`config.mk`:
```
export PLATFORM = sky130hd
export DESIGN_NAME = mouse_click_decoder
export DESIGN_NICKNAME = d
export VERILOG_FILES = /design/src/rtl/mouse_pkg.sv /design/src/rtl/button_edge_det.sv /design/src/rtl/mouse_click_decoder.sv
export SDC_FILE = /design/constraint.sdc
export NUM_CORES = 1
export LEC_CHECK = 0
export CAP_MARGIN = 15
export CORE_UTILIZATION = 49
export DETAILED_ROUTE_END_ITERATION = 10
export PLACE_DENSITY = 0.78
export SYNTH_ARGS = -nofsm -noshare
export SYNTH_HDL_FRONTEND = slang
export SYNTH_SLANG_ARGS = --single-unit
```
`constraint.sdc`:
```
create_clock -name clk -period 2.15 [get_ports clk]
set_clock_uncertainty 0.1 [all_clocks]
set_input_delay 0.43 -clock clk [delete_from_list [all_inputs] [get_ports clk]]
set_output_delay 0.43 -clock clk [all_outputs]
set_load 0.02 [all_outputs]
```
`src/rtl/mouse_pkg.sv`:
```
// Shared types for the mouse click decoder: click type encoding, FSM states,
// cell index width and the captured click request.
package mouse_pkg;

    localparam int CELL_IDX_W = 5;
    localparam int POS_W      = 12;

    typedef enum logic [1:0] {
        CLICK_NONE  = 2'b00,
        CLICK_LEFT  = 2'b01,
        CLICK_RIGHT = 2'b10,
        CLICK_CHORD = 2'b11
    } click_type_e;

    typedef enum logic [2:0] {
        ST_IDLE  = 3'd0,
        ST_RANGE = 3'd1,
        ST_COL   = 3'd2,
        ST_ROW   = 3'd3,
        ST_VALID = 3'd4
    } state_e;

    typedef struct packed {
        logic [POS_W-1:0] x;
        logic [POS_W-1:0] y;
        click_type_e      ctype;
    } click_req_t;

endpackage

```
`src/rtl/button_edge_det.sv`:
```
// Rising-edge press detector for one mouse button level.
module button_edge_det (
    input  logic clk,
    input  logic rst_n,
    input  logic btn_in,
    output logic press
);

    logic btn_q, btn_d;

    always_comb btn_d = btn_in;

    always_ff @(posedge clk or negedge rst_n) begin
        if (!rst_n) btn_q <= 1'b0;
        else        btn_q <= btn_d;
    end

    assign press = btn_in & ~btn_q;

endmodule

```
`src/rtl/mouse_click_decoder.sv`:
```
// Converts mouse button presses into board cell events via repeated-subtraction
// division. Define CLICK_STATS_EN to add the saturating drop_cnt output.
module mouse_click_decoder
    import mouse_pkg::*;
#(
    parameter int BOARD_XPOS = 240,
    parameter int BOARD_YPOS = 100,
    parameter int CELL_SIZE  = 40,
    parameter int GRID_SIZE  = 16
) (
`ifdef CLICK_STATS_EN
    output logic [7:0]            drop_cnt,
`endif
    input  logic                  clk,
    input  logic                  rst_n,
    input  logic [POS_W-1:0]      xpos_in,
    input  logic [POS_W-1:0]      ypos_in,
    input  logic                  left_in,
    input  logic                  right_in,
    output logic                  click_valid,
    input  logic                  click_ready,
    output logic [CELL_IDX_W-1:0] click_col,
    output logic [CELL_IDX_W-1:0] click_row,
    output logic [1:0]            click_type,
    output logic                  busy
);

    localparam logic [12:0] X_LO = 13'(BOARD_XPOS);
    localparam logic [12:0] X_HI = 13'(BOARD_XPOS + GRID_SIZE * CELL_SIZE);
    localparam logic [12:0] Y_LO = 13'(BOARD_YPOS);
    localparam logic [12:0] Y_HI = 13'(BOARD_YPOS + GRID_SIZE * CELL_SIZE);
    localparam logic [POS_W-1:0] X_OFS = POS_W'(BOARD_XPOS);
    localparam logic [POS_W-1:0] Y_OFS = POS_W'(BOARD_YPOS);
    localparam logic [POS_W-1:0] CELL  = POS_W'(CELL_SIZE);

    // Bit 0 is the left button, bit 1 the right, matching the click_type encoding.
    logic [1:0] btn_in, press;
    assign btn_in = {right_in, left_in};

    for (genvar b = 0; b < 2; b++) begin : g_btn
        button_edge_det u_det (
            .clk    (clk),
            .rst_n  (rst_n),
            .btn_in (btn_in[b]),
            .press  (press[b])
        );
    end

    state_e                state_q, state_d;
    click_req_t            req_q, req_d;
    logic [POS_W-1:0]      rem_q, rem_d;
    logic [CELL_IDX_W-1:0] col_q, col_d;
    logic [CELL_IDX_W-1:0] row_q, row_d;
    logic                  outside;

    always_comb begin
        outside = ({1'b0, req_q.x} < X_LO) || ({1'b0, req_q.x} >= X_HI) ||
                  ({1'b0, req_q.y} < Y_LO) || ({1'b0, req_q.y} >= Y_HI);
    end

    always_comb begin
        state_d = state_q;
        req_d   = req_q;
        rem_d   = rem_q;
        col_d   = col_q;
        row_d   = row_q;
        case (state_q)
            ST_IDLE: begin
                if (|press) begin
                    req_d.x     = xpos_in;
                    req_d.y     = ypos_in;
                    req_d.ctype = click_type_e'(press);
                    state_d     = ST_RANGE;
                end
            end
            ST_RANGE: begin
                if (outside) begin
                    state_d = ST_IDLE;
                end else begin
                    rem_d   = req_q.x - X_OFS;
                    col_d   = '0;
                    state_d = ST_COL;
                end
            end
            // One subtraction per cycle; the extra cycle that finds rem < CELL
            // also seeds the row division.
            ST_COL: begin
                if (rem_q >= CELL) begin
                    rem_d = rem_q - CELL;
                    col_d = col_q + 1'b1;
                end else begin
                    rem_d   = req_q.y - Y_OFS;
                    row_d   = '0;
                    state_d = ST_ROW;
                end
            end
            ST_ROW: begin
                if (rem_q >= CELL) begin
                    rem_d = rem_q - CELL;
                    row_d = row_q + 1'b1;
                end else begin
                    state_d = ST_VALID;
                end
            end
            ST_VALID: begin
                if (click_ready) state_d = ST_IDLE;
            end
            default: state_d = ST_IDLE;
        endcase
    end

    always_ff @(posedge clk or negedge rst_n) begin
        if (!rst_n) begin
            state_q <= ST_IDLE;
            req_q   <= '0;
            rem_q   <= '0;
            col_q   <= '0;
            row_q   <= '0;
        end else begin
            state_q <= state_d;
            req_q   <= req_d;
            rem_q   <= rem_d;
            col_q   <= col_d;
            row_q   <= row_d;
        end
    end

    always_comb begin
        busy        = (state_q != ST_IDLE);
        click_valid = (state_q == ST_VALID);
        click_col   = click_valid ? col_q : '0;
        click_row   = click_valid ? row_q : '0;
        click_type  = click_valid ? req_q.ctype : CLICK_NONE;
    end

`ifdef CLICK_STATS_EN
    logic [7:0] drop_q, drop_d;

    always_comb begin
        drop_d = drop_q;
        if (busy && (|press) && (drop_q != 8'hFF)) drop_d = drop_q + 8'd1;
    end

    always_ff @(posedge clk or negedge rst_n) begin
        if (!rst_n) drop_q <= '0;
        else        drop_q <= drop_d;
    end

    assign drop_cnt = drop_q;
`endif

endmodule

```
=== Word level (Yosys, flattened, before mapping) ===
Index checks and enable logic that the tools add are counted.

* Reduce and logical (&&, ||, !) cells: 14
* Add/subtract/negate cells: 5
* Muxes and demuxes: 19
* $lt $le $gt $ge: 5
* Equal/unequal tests: 11
* Bitwise logic cells: 4

{| class="wikitable"
|+ Operator list
! cell !! number
|-
| $mux W12 || 3
|-
| $pmux W12 S3 || 1
|-
| $mux W5 || 6
|-
| $ge A12 B10 Y1 const B || 2
|-
| $pmux W5 S2 || 2
|-
| $pmux W3 S5 || 1
|-
| $ge A12 B6 Y1 const B || 1
|-
| $lt A12 B7 Y1 const B || 1
|-
| $lt A12 B8 Y1 const B || 1
|-
| $mux W3 || 4
|-
| $ne A2 B2 Y1 const B || 6
|-
| $sub A12 B6 Y12 const B || 1
|-
| $sub A12 B7 Y12 const B || 1
|-
| $sub A12 B8 Y12 const B || 1
|-
| $add A5 B1 Y5 const B || 2
|-
| $reduce_and A3 Y1 || 3
|-
| $eq A3 B2 Y1 const B || 2
|-
| $reduce_bool A3 Y1 || 2
|-
| $mux W2 || 2
|-
| $reduce_and A4 Y1 || 1
|-
| $reduce_bool A2 Y1 || 2
|-
| $eq A3 B1 Y1 const B || 1
|-
| $eq A3 B3 Y1 const B || 1
|-
| $logic_not A3 Y1 || 1
|-
| 6 further kinds || 10
|}

* Logic and storage cells: 67
* Output and inout port bits: 14
* Register bits after elaboration: 53
* Input port bits: 29

=== Longest topological paths before layout ===
* Word-level depth: 6
* Mapped depth: 8
* Depth with buffers taken out: 8

=== By module ===
From an unflattened synthesis, not the netlist that was laid out.

* Cell total of the unflattened synthesis: 281
* Area, all modules: 2,800.2 um2

{| class="wikitable"
|+ Modules (own cells, without submodules)
! module !! cells an instance !! seq. area each (um2) !! area an instance (um2) !! instances
|-
| mouse_click_decoder || 277 || 1,126.1 || 2,722.6 || 1
|-
| button_edge_det || 2 || 25.0 || 38.8 || 2
|}

=== Worst setup path before layout ===
Ideal clock, no wire load.

* Path type: register to output
* Start point: register state_q[1]
* End point: output click_col[0]
* Cell stages (with the launch flop): 5
* Required time: 1.620 ns
* Slack: 0.091 ns
* Arrival time: 1.529 ns
* Cells stage by stage: dfrtp_1 -> clkbuf_1 -> nor3_1 -> clkbuf_1 -> and2_1

* Cells in the longest elaborated chain, start to end: 2

{| class="wikitable"
|+ RTL lines
! item !! RTL line !! source
|-
| start: declaration || mouse_click_decoder.sv:49 || <nowiki>state_e state_q, state_d;</nowiki>
|-
| start signal: assignment || mouse_click_decoder.sv:120 || <nowiki>state_q <= state_d;</nowiki>
|-
| $eq A3 B3 Y1 || mouse_click_decoder.sv:130 || <nowiki>click_valid = (state_q == ST_VALID);</nowiki>
|-
| net click_valid || mouse_click_decoder.sv:20 || <nowiki>output logic click_valid,</nowiki>
|-
| $mux W5 || mouse_click_decoder.sv:131 || <nowiki>click_col = click_valid ? col_q : '0;</nowiki>
|-
| end: declaration || mouse_click_decoder.sv:22 || <nowiki>output logic [CELL_IDX_W-1:0] click_col,</nowiki>
|}

The timed path passes the listed nets, and every way through them passes these cells.

=== Worst setup path in the final report ===
* Start point: register state_q[1]
* End point: output click_row[4]

* Cells in the longest elaborated chain, start to end: 2

{| class="wikitable"
|+ RTL lines
! item !! RTL line !! source
|-
| $eq A3 B3 Y1 || mouse_click_decoder.sv:130 ||
|-
| $mux W5 || mouse_click_decoder.sv:132 || <nowiki>click_row = click_valid ? row_q : '0;</nowiki>
|-
| end: declaration || mouse_click_decoder.sv:23 || <nowiki>output logic [CELL_IDX_W-1:0] click_row,</nowiki>
|}

Every way passes these cells.

==> impl_metrics.env <==
export IMPL_dieArea_mm2=0.00614
export IMPL_gr_usage_met1_pct=29.0
export IMPL_dp_cells=418
export IMPL_synth_ff_type="dfrtp_1"
export IMPL_rr_startpoint="req_q[5]"
export IMPL_die_h_um=78.4
export IMPL_first_iter_violations=177
export IMPL_startpoint="state_q[1]"
export IMPL_synth_top_area_share_pct=41.2
export IMPL_dr_total_vias=2572
export IMPL_syn_inst=287
export IMPL_ir_drop_mv=0.676
export IMPL_ant_nets=0
export IMPL_clkSinkCount=47
export IMPL_clockBufferDepth=2
export IMPL_nFillCells=466
export IMPL_reg2reg_to="col_q[0]"
export IMPL_clkLatencyLatePin_ps=310
export IMPL_crit_end="click_row[4]"
export IMPL_hp_class="primary input to asynchronous set/reset pin"
export IMPL_wl_per_cell_um=16.1
export IMPL_die_w_um=78.4
export IMPL_outcome="complete, but fails checks"
export IMPL_fmax_mhz=474
export IMPL_drive_above_1_share_pct=27.5
export IMPL_drcViolationCount=0
export IMPL_setup_worst_path_class="flip-flop to output pin"
export IMPL_grt_use_met3_pct=4.19
export IMPL_critPathCaptureType="output pin"
export IMPL_power_leakage_nw=1.55
export IMPL_whs_ps=-10.2
export IMPL_layout_commonest_cell="dfrtp_1"
export IMPL_crit_fanout=7
export IMPL_syn_to_final_growth_pct=30.1
export IMPL_synth_seq_cells=47
export IMPL_grt_pass1_wl_mm=11.3
export IMPL_setup_viol=0
export IMPL_grt_use_met2_pct=42.4
export IMPL_powerDensity_mw_per_mm2=1370
export IMPL_async_flop_share_pct=100
export IMPL_finalSetupTns_ps=0
export IMPL_hpwl_mm=5.25
export IMPL_grt_overflow_total=0
export IMPL_slowest_stage="dfrtp_1"
export IMPL_yosysTopAreaCell="dfrtp_1"
export IMPL_ys_seq_area_share_pct=41.2
export IMPL_synth_edf_count=0
export IMPL_gp_congestion=0.933
export IMPL_relSlewSlack_pct=63.2
export IMPL_yosysWarnings=0
export IMPL_rrSetupSlack_ps=70
export IMPL_grt_setup_unrepaired="yes"
export IMPL_max_stage_delay_ps=440
export IMPL_final_period_utilization_pct=98.0
export IMPL_grt_pass1_vias=2494
export IMPL_path_clk_slew_ps=100
export IMPL_synth_nets=322
export IMPL_grt_max_degree=25
export IMPL_critPathLaunchType="flip-flop"
export IMPL_layout_min_cycle_time_ps=2110
export IMPL_io_buffers=39
export IMPL_avgSynthCellArea_um2=9.96
export IMPL_finalWirelength_mm=6.90
export IMPL_drv_cap=0
export IMPL_antenna_found_initial=0
export IMPL_io_pin_count=43
export IMPL_viasPerCell=6.01
export IMPL_netlist_top_cells_area="dfrtp_1, mux2_2, o21ai_0, nand2_1, xnor2_1"
export IMPL_max_slew_worst_pin_slew_ps=552
export IMPL_hold_violations=5
export IMPL_arrival_ps=1580
export IMPL_critPathRequiredTime_ps=1620
export IMPL_netlist_area_mm2=0.00286
export IMPL_final_max_slew_viol_count=0
export IMPL_failed_checks="hold timing"
export IMPL_gr_usage_all_layers_pct=24.0
export IMPL_cts_inserted_buffers=5
export IMPL_dr_pass1_iters=5
export IMPL_htreeDepth=2
export IMPL_num_antenna_cells=0
export IMPL_num_rows=27
export IMPL_synthDistinctLibCells=66
export IMPL_fin_cells=428
export IMPL_ctsRootBufferMaster="clkbuf_8"
export IMPL_grt_busiest_layer="met2"
export IMPL_cts_tree="done"
export IMPL_core_mm2=0.00557
export IMPL_hold_buffers=0
export IMPL_worstRegToRegCells=7
export IMPL_worstPathCellList="nor3_2 > buf_4 > and2_1 > clkdlybuf4s15_1"
export IMPL_final_cell_mix="dfrtp_1, buf_4, clkdlybuf4s50_1"
export IMPL_start_util_pct=51.3
export IMPL_fin_nets=390
report_power, final:
group	switching [mW]	internal, mW	total, mW
Clock	0.309	0.383	0.692
Combinational	1.38	1.35	2.74
Sequential	0.408	1.27	1.68
Total	2.10	3.00	5.11
layer usage:
metal / vias to the layer above / part of all wire, %
met5: - / 0
met1: 1246 / 41
met3: 14 / 5.8
met2: 111 / 51
met4: 0 / 2.1
li1: 1201 / -
cells by family after synthesis:
kind of cell / Yosys count / share of synthesized area (%)
AO/OA/AOI/OAI: 82 / 20.2
XOR/XNOR: 12 / 3.68
adder cells (fa/ha/maj): 6 / 2.63
buffers and inverters: 21 / 3.33
flip-flops: 47 / 41.2
multiplexers: 25 / 9.72
AND/OR/NAND/NOR: 94 / 19.3
area by class of cell:
cell class | instances | area [um^2] | share of cell area [%]
Multi-Input combinational cell | 219 | 1650 | 44.4
Clock inverter | 2 | 38.8 | 1.04
Timing Repair Buffer | 71 | 638 | 17.2
Inverter | 11 | 41.3 | 1.11
Sequential cell | 47 | 1180 | 31.6
Clock buffer | 6 | 82.6 | 2.22
Tap cell | 72 | 90.1 | 2.42
cell usage after synthesis, drive strengths merged, types with 3 or more instances:
cell and number:
o21bai 3, nand2b 3, a22oi 3, nand4 5, nand3 12, xnor2 9, nand2 22, and2 12
inv 11, mux2 22, a21oi 13, a31oi 7, nor3 12, o21ai 25, nor2 10, clkbuf 4
buf 6, dfrtp 47, a41oi 4, mux2i 3, o21a 3, nor2b 3, ha 6, or3 3
a21o 3, xor2 3
how the worst min path moves through the flow:
stage                     start        to  slack [ps]  depth (start not counted)
after floorplan           rst_n  col_q[0]          30                          0
after global routing      rst_n  req_q[0]          40                          1
after global placement    rst_n  req_q[0]         340                          1
after CTS                 rst_n  req_q[0]          10                          1
final                     rst_n  req_q[0]         -10                          1
after detailed placement  rst_n  req_q[0]         360                          1
registers in the layout (all words and copies together), names as in the netlist:
register and flops:
rem_q 9, g_btn.u_det.btn_q 2, col_q 5, state_q 3
row_q 5, req_q 23
metrics by stage:
stage          worst slack [ps]  area, um^2  util, %  total power [mW]  hold WS [ps]
5_1_grt                   -35.6        3720     66.7              5.44          39.4
6_report                   42.5        3720     66.7              5.11         -10.2
3_5_place_dp              -13.3        3550     63.8              4.28           356
2_1_floorplan              90.6        2860        -              3.33          34.4
4_1_cts                    4.23        3690     66.2              5.02          12.8
3_3_place_gp               44.2        3550     63.8              4.17           341
critical path: cells and delay by family (launching register included):
kind	cells	cell delay, ps
AND/OR/NAND/NOR	2	360
flip-flops	1	440
buffers and inverters	2	470
what timing repair did:
action,in CTS,in global routing
gates resized for setup,20,27
pin swaps,0,4
setup buffers,0,1
hold endpoints to repair,0,0
gates cloned,0,1
setup endpoints to repair,18,21
(Power assumes the default switching activity.)
